`config.mk`:
```
export PLATFORM = sky130hd
export DESIGN_NAME = ts_afe_responder
export DESIGN_NICKNAME = d
export VERILOG_FILES = /design/src/rtl/ts_pkg.sv /design/src/rtl/ts_sync2.sv /design/src/rtl/ts_afe_responder.sv
export SDC_FILE = /design/constraint.sdc
export NUM_CORES = 1
export LEC_CHECK = 0
export CORE_AREA = 2 2 74 76
export DETAILED_ROUTE_END_ITERATION = 7
export DIE_AREA = 0 0 76 78
export MAX_ROUTING_LAYER = met4
export PLACE_DENSITY = 0.65
export SYNTH_ARGS = -nofsm -noshare
export SYNTH_HDL_FRONTEND = slang
export SYNTH_SLANG_ARGS = --single-unit
```
`constraint.sdc`:
```
create_clock -name clk -period 3.35 [get_ports clk]
set_input_delay 0.67 -clock clk [delete_from_list [all_inputs] [get_ports clk]]
set_output_delay 0.67 -clock clk [all_outputs]
set_load 0.02 [all_outputs]
```
`src/rtl/ts_pkg.sv`:
```
// Shared constants and types for the temperature-sensor AFE responder.
package ts_pkg;

  localparam int DATA_W = 8;
  localparam int INT_W  = 10;

  localparam logic [15:0] LFSR_SEED = 16'hACE1;

  localparam logic signed [INT_W-1:0] MAX_CODE = 10'sd255;

  typedef enum logic [1:0] {
    ST_IDLE = 2'd0,
    ST_ARM  = 2'd1,
    ST_CONV = 2'd2,
    ST_DONE = 2'd3
  } ts_state_e;

  // Clamp a signed internal-width result into the unsigned output code range.
  function automatic logic [DATA_W-1:0] sat_code(input logic signed [INT_W-1:0] v);
    if (v < 0)
      return '0;
    else if (v > MAX_CODE)
      return '1;
    else
      return v[DATA_W-1:0];
  endfunction

endpackage

```
`src/rtl/ts_sync2.sv`:
```
// Two-flop synchronizer with a history flop; flags a rising edge of the
// synchronized level for one clk cycle.
module ts_sync2 (
  input  logic clk,
  input  logic RST,
  input  logic d,
  output logic level,
  output logic rise
);

  logic s1, s2, hist;

  // Synchronizer chain plus history for edge detection.
  always_ff @(posedge clk) begin
    if (RST) begin
      s1   <= 1'b0;
      s2   <= 1'b0;
      hist <= 1'b0;
    end else begin
      s1   <= d;
      s2   <= s1;
      hist <= s2;
    end
  end

  assign level = s2;
  assign rise  = s2 & ~hist;

endmodule

```
`src/rtl/ts_afe_responder.sv`:
```
// Behavioural responder for the temperature-sensor AFE: counts conversion
// steps on D2A_TS_CLK after a frame start and returns an offset-corrected,
// saturated code with a DETOK strobe.
// Optional: define TS_RESP_DITHER_EN to add LFSR dither of {-1,0,0,+1}.
//
// state | meaning
// IDLE  | waiting for a START_EN rising edge with D2A_TS_EN=1
// ARM   | inputs latched, waiting for the first TS_CLK edge
// CONV  | counting TS_CLK edges up to SAR_STEPS
// DONE  | result on DOUT; DETOK held for DETOK_CYC cycles
import ts_pkg::*;

module ts_afe_responder #(
  parameter int SAR_STEPS = 8,
  parameter int DETOK_CYC = 4
) (
  input  logic              clk,
  input  logic              RST,
  input  logic              D2A_TS_EN,
  input  logic              D2A_TS_START_EN,
  input  logic              D2A_TS_CLK,
  input  logic              D2A_TS_CHOPPER_CLK,
  input  logic [DATA_W-1:0] temp_code,
  input  logic [3:0]        ana_offset,
  output logic              A2D_TS_DETOK,
  output logic [DATA_W-1:0] A2D_TS_DOUT,
  output logic              busy
);

  logic start_rise, start_lvl, ts_rise, ts_lvl, chop_lvl, chop_rise;

  ts_sync2 u_sync_start (.clk(clk), .RST(RST), .d(D2A_TS_START_EN),    .level(start_lvl), .rise(start_rise));
  ts_sync2 u_sync_tsclk (.clk(clk), .RST(RST), .d(D2A_TS_CLK),         .level(ts_lvl),    .rise(ts_rise));
  ts_sync2 u_sync_chop  (.clk(clk), .RST(RST), .d(D2A_TS_CHOPPER_CLK), .level(chop_lvl),  .rise(chop_rise));

  ts_state_e         state, state_n;
  logic [4:0]        step_cnt, step_n;
  logic [3:0]        tmr, tmr_n;
  logic [DATA_W-1:0] lat_code, code_n;
  logic [3:0]        lat_off, off_n;
  logic              lat_chop, chop_n;
  logic [DATA_W-1:0] dout_r, dout_n;
  logic              detok_r, detok_n;
  logic              conv_done;

  logic [4:0] step_inc;
  logic       last_step;

  logic signed [INT_W-1:0] code_ext, off_ext, raw, dith;
  logic [DATA_W-1:0]       result;

  assign step_inc  = step_cnt + 5'd1;
  assign last_step = (step_inc == 5'(SAR_STEPS));

  assign code_ext = {{(INT_W-DATA_W){1'b0}}, lat_code};
  assign off_ext  = {{(INT_W-4){lat_off[3]}}, lat_off};
  assign raw      = lat_chop ? (code_ext + off_ext) : (code_ext - off_ext);

`ifdef TS_RESP_DITHER_EN
  logic [15:0] lfsr;
  logic        lfsr_fb;

  assign lfsr_fb = lfsr[15] ^ lfsr[13] ^ lfsr[12] ^ lfsr[10];
  assign dith    = (lfsr[1:0] == 2'b00) ? -10'sd1 :
                   (lfsr[1:0] == 2'b11) ?  10'sd1 : 10'sd0;

  // Dither source steps once for every conversion that completes.
  always_ff @(posedge clk) begin
    if (RST)
      lfsr <= LFSR_SEED;
    else if (conv_done)
      lfsr <= {lfsr[14:0], lfsr_fb};
  end
`else
  assign dith = '0;
`endif

  assign result = sat_code(raw + dith);

  // Next-state and datapath decisions; enable low overrides everything.
  always_comb begin
    state_n   = state;
    step_n    = step_cnt;
    tmr_n     = tmr;
    code_n    = lat_code;
    off_n     = lat_off;
    chop_n    = lat_chop;
    dout_n    = dout_r;
    detok_n   = detok_r;
    conv_done = 1'b0;
    if (!D2A_TS_EN) begin
      state_n = ST_IDLE;
      detok_n = 1'b0;
    end else begin
      case (state)
        ST_IDLE, ST_ARM, ST_CONV: begin
          // A start edge wins over a coincident step edge, so the first
          // counted step always comes strictly after the latch.
          if (start_rise) begin
            code_n  = temp_code;
            off_n   = ana_offset;
            chop_n  = chop_lvl;
            step_n  = '0;
            state_n = ST_ARM;
          end else if (state != ST_IDLE && ts_rise) begin
            // The ARM->CONV edge is itself step 1 of SAR_STEPS.
            step_n = step_inc;
            if (last_step) begin
              state_n   = ST_DONE;
              dout_n    = result;
              tmr_n     = 4'(DETOK_CYC);
              conv_done = 1'b1;
            end else begin
              state_n = ST_CONV;
            end
          end
        end
        ST_DONE: begin
          if (tmr != 4'd0) begin
            detok_n = 1'b1;
            tmr_n   = tmr - 4'd1;
          end else begin
            detok_n = 1'b0;
            state_n = ST_IDLE;
          end
        end
        default: state_n = ST_IDLE;
      endcase
    end
  end

  // State and datapath registers with synchronous reset.
  always_ff @(posedge clk) begin
    if (RST) begin
      state    <= ST_IDLE;
      step_cnt <= '0;
      tmr      <= '0;
      lat_code <= '0;
      lat_off  <= '0;
      lat_chop <= 1'b0;
      dout_r   <= '0;
      detok_r  <= 1'b0;
    end else begin
      state    <= state_n;
      step_cnt <= step_n;
      tmr      <= tmr_n;
      lat_code <= code_n;
      lat_off  <= off_n;
      lat_chop <= chop_n;
      dout_r   <= dout_n;
      detok_r  <= detok_n;
    end
  end

  assign A2D_TS_DETOK = detok_r;
  assign A2D_TS_DOUT  = dout_r;
  assign busy         = (state == ST_ARM) || (state == ST_CONV);

  logic unused_ok;
  assign unused_ok = &{1'b0, start_lvl, ts_lvl, chop_rise, conv_done};

endmodule

```
==> results.sh <==
export IMPL_grt_first_pass_wirelength_mm=7.85
export IMPL_muxShareOfSynthArea_pct=1.95
export IMPL_cts_sink_count=41
export IMPL_cts_post_setup_buffers_inserted=0
export IMPL_setup_viol=0
export IMPL_synth_largest_area_cell="dfxtp_1"
export IMPL_cellPowerDensity_nw_per_um2=379
export IMPL_post_synth_inst_count=262
export IMPL_gr_usage_met3_pct=3.14
export IMPL_clk_latency_ps=300
export IMPL_grt_pass1_vias=1783
export IMPL_max_capacitance_violation_count=0
export IMPL_min_path_type="register to register"
export IMPL_synthesized_area_sq_um=2240
export IMPL_port_buffers=27
export IMPL_die_w_um=76
export IMPL_std_cell_rows=26
export IMPL_timing_clock_skew_ps=4.81
export IMPL_detail_route_antenna_nets=0
export IMPL_crit_arrival_ps=3040
export IMPL_hold_buffers=0
export IMPL_maxClockFrequency_mhz=354
export IMPL_setup_worst_path_class="register to register"
export IMPL_synthSimpleGateAreaFrac_pct=21.9
export IMPL_synth_edf_count=0
export IMPL_fraction_of_synthesized_cell_area_taken_by_the_top_area_cell_type_pct=36.6
export IMPL_die_area_sq_um=5930
export IMPL_drive_above_1_share_pct=8.71
export IMPL_synth_compound_area_share_pct=19.7
export IMPL_grt_util_all_layers_pct=16.8
export IMPL_slew_limit_headroom_pct=47.5
export IMPL_ys_seq_elements=41
export IMPL_mappedNetlistNets=298
export IMPL_synth_area_top_cells="dfxtp_1 (37%), ha_1 (9.5%), a21oi_1 (6.7%), nand2_1 (6.5%), nor2_1 (3.9%)"
export IMPL_drt_first_pass_iters=4
export IMPL_timing_critical_path_required_ps=3560
export IMPL_unrepaired_setup_endpoints_after_global_routing="no"
export IMPL_antenna_found_initial=0
export IMPL_use_met1_pct=20.1
export IMPL_ir_drop_mv=0.233
export IMPL_mostFrequentLayoutCell="dfxtp_1"
export IMPL_finalInstanceArea_sq_um=2660
export IMPL_synth_area_in_adders_pct=10.4
export IMPL_most_common_layout_cells="dfxtp_1 (41), nand2_1 (39), a21oi_1 (30)"
export IMPL_dpl_worst_slack_ps=565
export IMPL_nFillCells=496
export IMPL_finalMaxSlewViolations=0
export IMPL_wl_per_cell_um=12.5
export IMPL_hold_depth=2
export IMPL_syn_avg_cell_area_sq_um=8.56
export IMPL_synthXorXnorAreaFrac_pct=4.24
export IMPL_gp_congestion=0.851
export IMPL_flow_area_growth_from_synthesis_pct=18.8
export IMPL_post_layout_total_power_uw=1010
export IMPL_clk_pin_slew_ps=80
export IMPL_most_used_dff_post_synth="dfxtp_1"
export IMPL_timing_final_crit_period_ps=2820
export IMPL_cts_tree="built"
export IMPL_grt_busiest_layer="met2"
export IMPL_core_footprint_sq_um=5040
export IMPL_viasPerCell=5.17
export IMPL_worst_r2r_path_depth=10
export IMPL_setup_ws_ps=527
export IMPL_outcome="finished, final reports clean"
export IMPL_finalHoldViolations=0
export IMPL_wirelength_mm=4.48
export IMPL_bufs_on_longest_clock_path=2
export IMPL_antenna_diode_count=0
export IMPL_main_combinational_cell_family_by_area_after_synthesis="simple AND/OR/NAND/NOR gates"
export IMPL_start_kind="register"
export IMPL_final_hold_worst_slack_ps=440
export IMPL_total_cts_buffers=5
export IMPL_floorplan_initialDensity_pct=44.5
export IMPL_num_io_pins=28
export IMPL_nets_finish=322
export IMPL_grtUsageMet2_pct=27.9
export IMPL_synth_cell_types=44
export IMPL_gr_total_overflow=0
export IMPL_cp_end_kind="register"
export IMPL_grt_start_max_net_pins=20
export IMPL_ys_warn_count=0
export IMPL_cts_resized=0
export IMPL_drc_errors=0
export IMPL_synth_seq_area_share_pct=36.6
export IMPL_tightest_slew_ps=785
export IMPL_dp_hpwl_mm=3.42
export IMPL_final_period_utilization_pct=84.3
export IMPL_root_buffer="clkbuf_8"
export IMPL_postSynth_asyncResetShare_pct=0
export IMPL_timing_reg2reg_setup_slack_ps=530
export IMPL_floorplan_die_height_um=78
export IMPL_crit_fanout=8
export IMPL_setup_total_negative_slack_ps=0
export IMPL_ctsHtreeMaxLevel=2
export IMPL_static_leakage_power_uw=0.000997
export IMPL_detailroute_via_count=1845
export IMPL_dpl_cell_area_sq_um=2540
export IMPL_first_iter_violations=71
## kinds of logic (layout without fill, tap and decap cells)
logic type | Yosys count | count (layout)
XOR/XNOR | 10 | 10
multiplexers | 3 | 3
flip-flops | 41 | 41
buffers and inverters | 25 | 50
AND/OR/NAND/NOR | 100 | 100
AO/OA/AOI/OAI | 65 | 65
adder cells (fa/ha/maj) | 18 | 18
## layer usage
metal	part of all wire (%)	wire length (um)	vias up
met5	0	0	-
met4	1.9	84	0
met3	3.0	133	9
met2	47	2100	28
met1	48	2160	859
li1	-	-	949
## path summary, 6_finish.rpt
| kind | start | end |
|---|---|---|
| setup / recovery | lat_off[0]$_SDFFE_PP0P_ | A2D_TS_DOUT[3]$_SDFFE_PP0P_ |
| hold / removal | u_sync_chop.level$_SDFF_PP0_ | lat_chop$_SDFFE_PP0P_ |
| setup reg to reg | lat_off[0]$_SDFFE_PP0P_ | A2D_TS_DOUT[3]$_SDFFE_PP0P_ |
| hold reg to reg | u_sync_chop.level$_SDFF_PP0_ | lat_chop$_SDFFE_PP0P_ |
## registers in the layout (all words and copies together) (netlist names), 2 cells and up
name	count
step_cnt	5
lat_code	8
state	2
tmr	4
A2D_TS_DOUT	8
lat_off	4
## where the power goes
part / internal [uW] / leakage, uW / switching, uW
Clock: 242 / 0.0000574 / 172
Sequential: 494 / 0.000332 / 4.20
Combinational: 47.0 / 0.000608 / 50.6
## area by class of cell
class | instances | area [sq um] | share of cell area, %
Inverter | 14 | 52.6 | 1.97
Timing Repair Buffer | 28 | 278 | 10.4
Clock buffer | 6 | 82.6 | 3.10
Multi-Input combinational cell | 196 | 1310 | 49.0
Tap cell | 70 | 87.6 | 3.29
Clock inverter | 2 | 37.5 | 1.41
Sequential cell | 41 | 821 | 30.8
## through the flow
stage                     utilization [%]  std cells
after floorplan                         -        262
after global placement               50.4        349
after detailed placement             50.4        349
after CTS                            52.8        357
after global routing                 52.8        357
final                                52.8        357
## cells in the mapped netlist (2+ instances only)
master / count
o21ai_0: 7
a21o_1: 2
dfxtp_1: 41
a21oi_1: 30
nor3_1: 2
a211oi_1: 2
and2_4: 2
ha_1: 17
or3_1: 4
nand4_1: 3
xnor2_1: 5
a41oi_1: 2
a31oi_1: 2
o2bb2ai_2: 5
nand2_1: 39
buf_4: 2
nand3_1: 6
buf_6: 2
inv_1: 14
xor2_1: 4
o211ai_1: 6
nand2b_1: 4
clkbuf_1: 7
o21ai_1: 3
nor2_1: 23
nor2b_1: 10
## critical path: stages (launching register included)
cell	delay [ps]
dfxtp_1	340
or3_1	420
ha_1	290
a21oi_1	140
ha_1	290
o21ai_1	140
a21oi_1	80
o21ai_1	180
xor2_1	520
o211ai_1	180
a21oi_1	160
(Power assumes the default switching activity.)
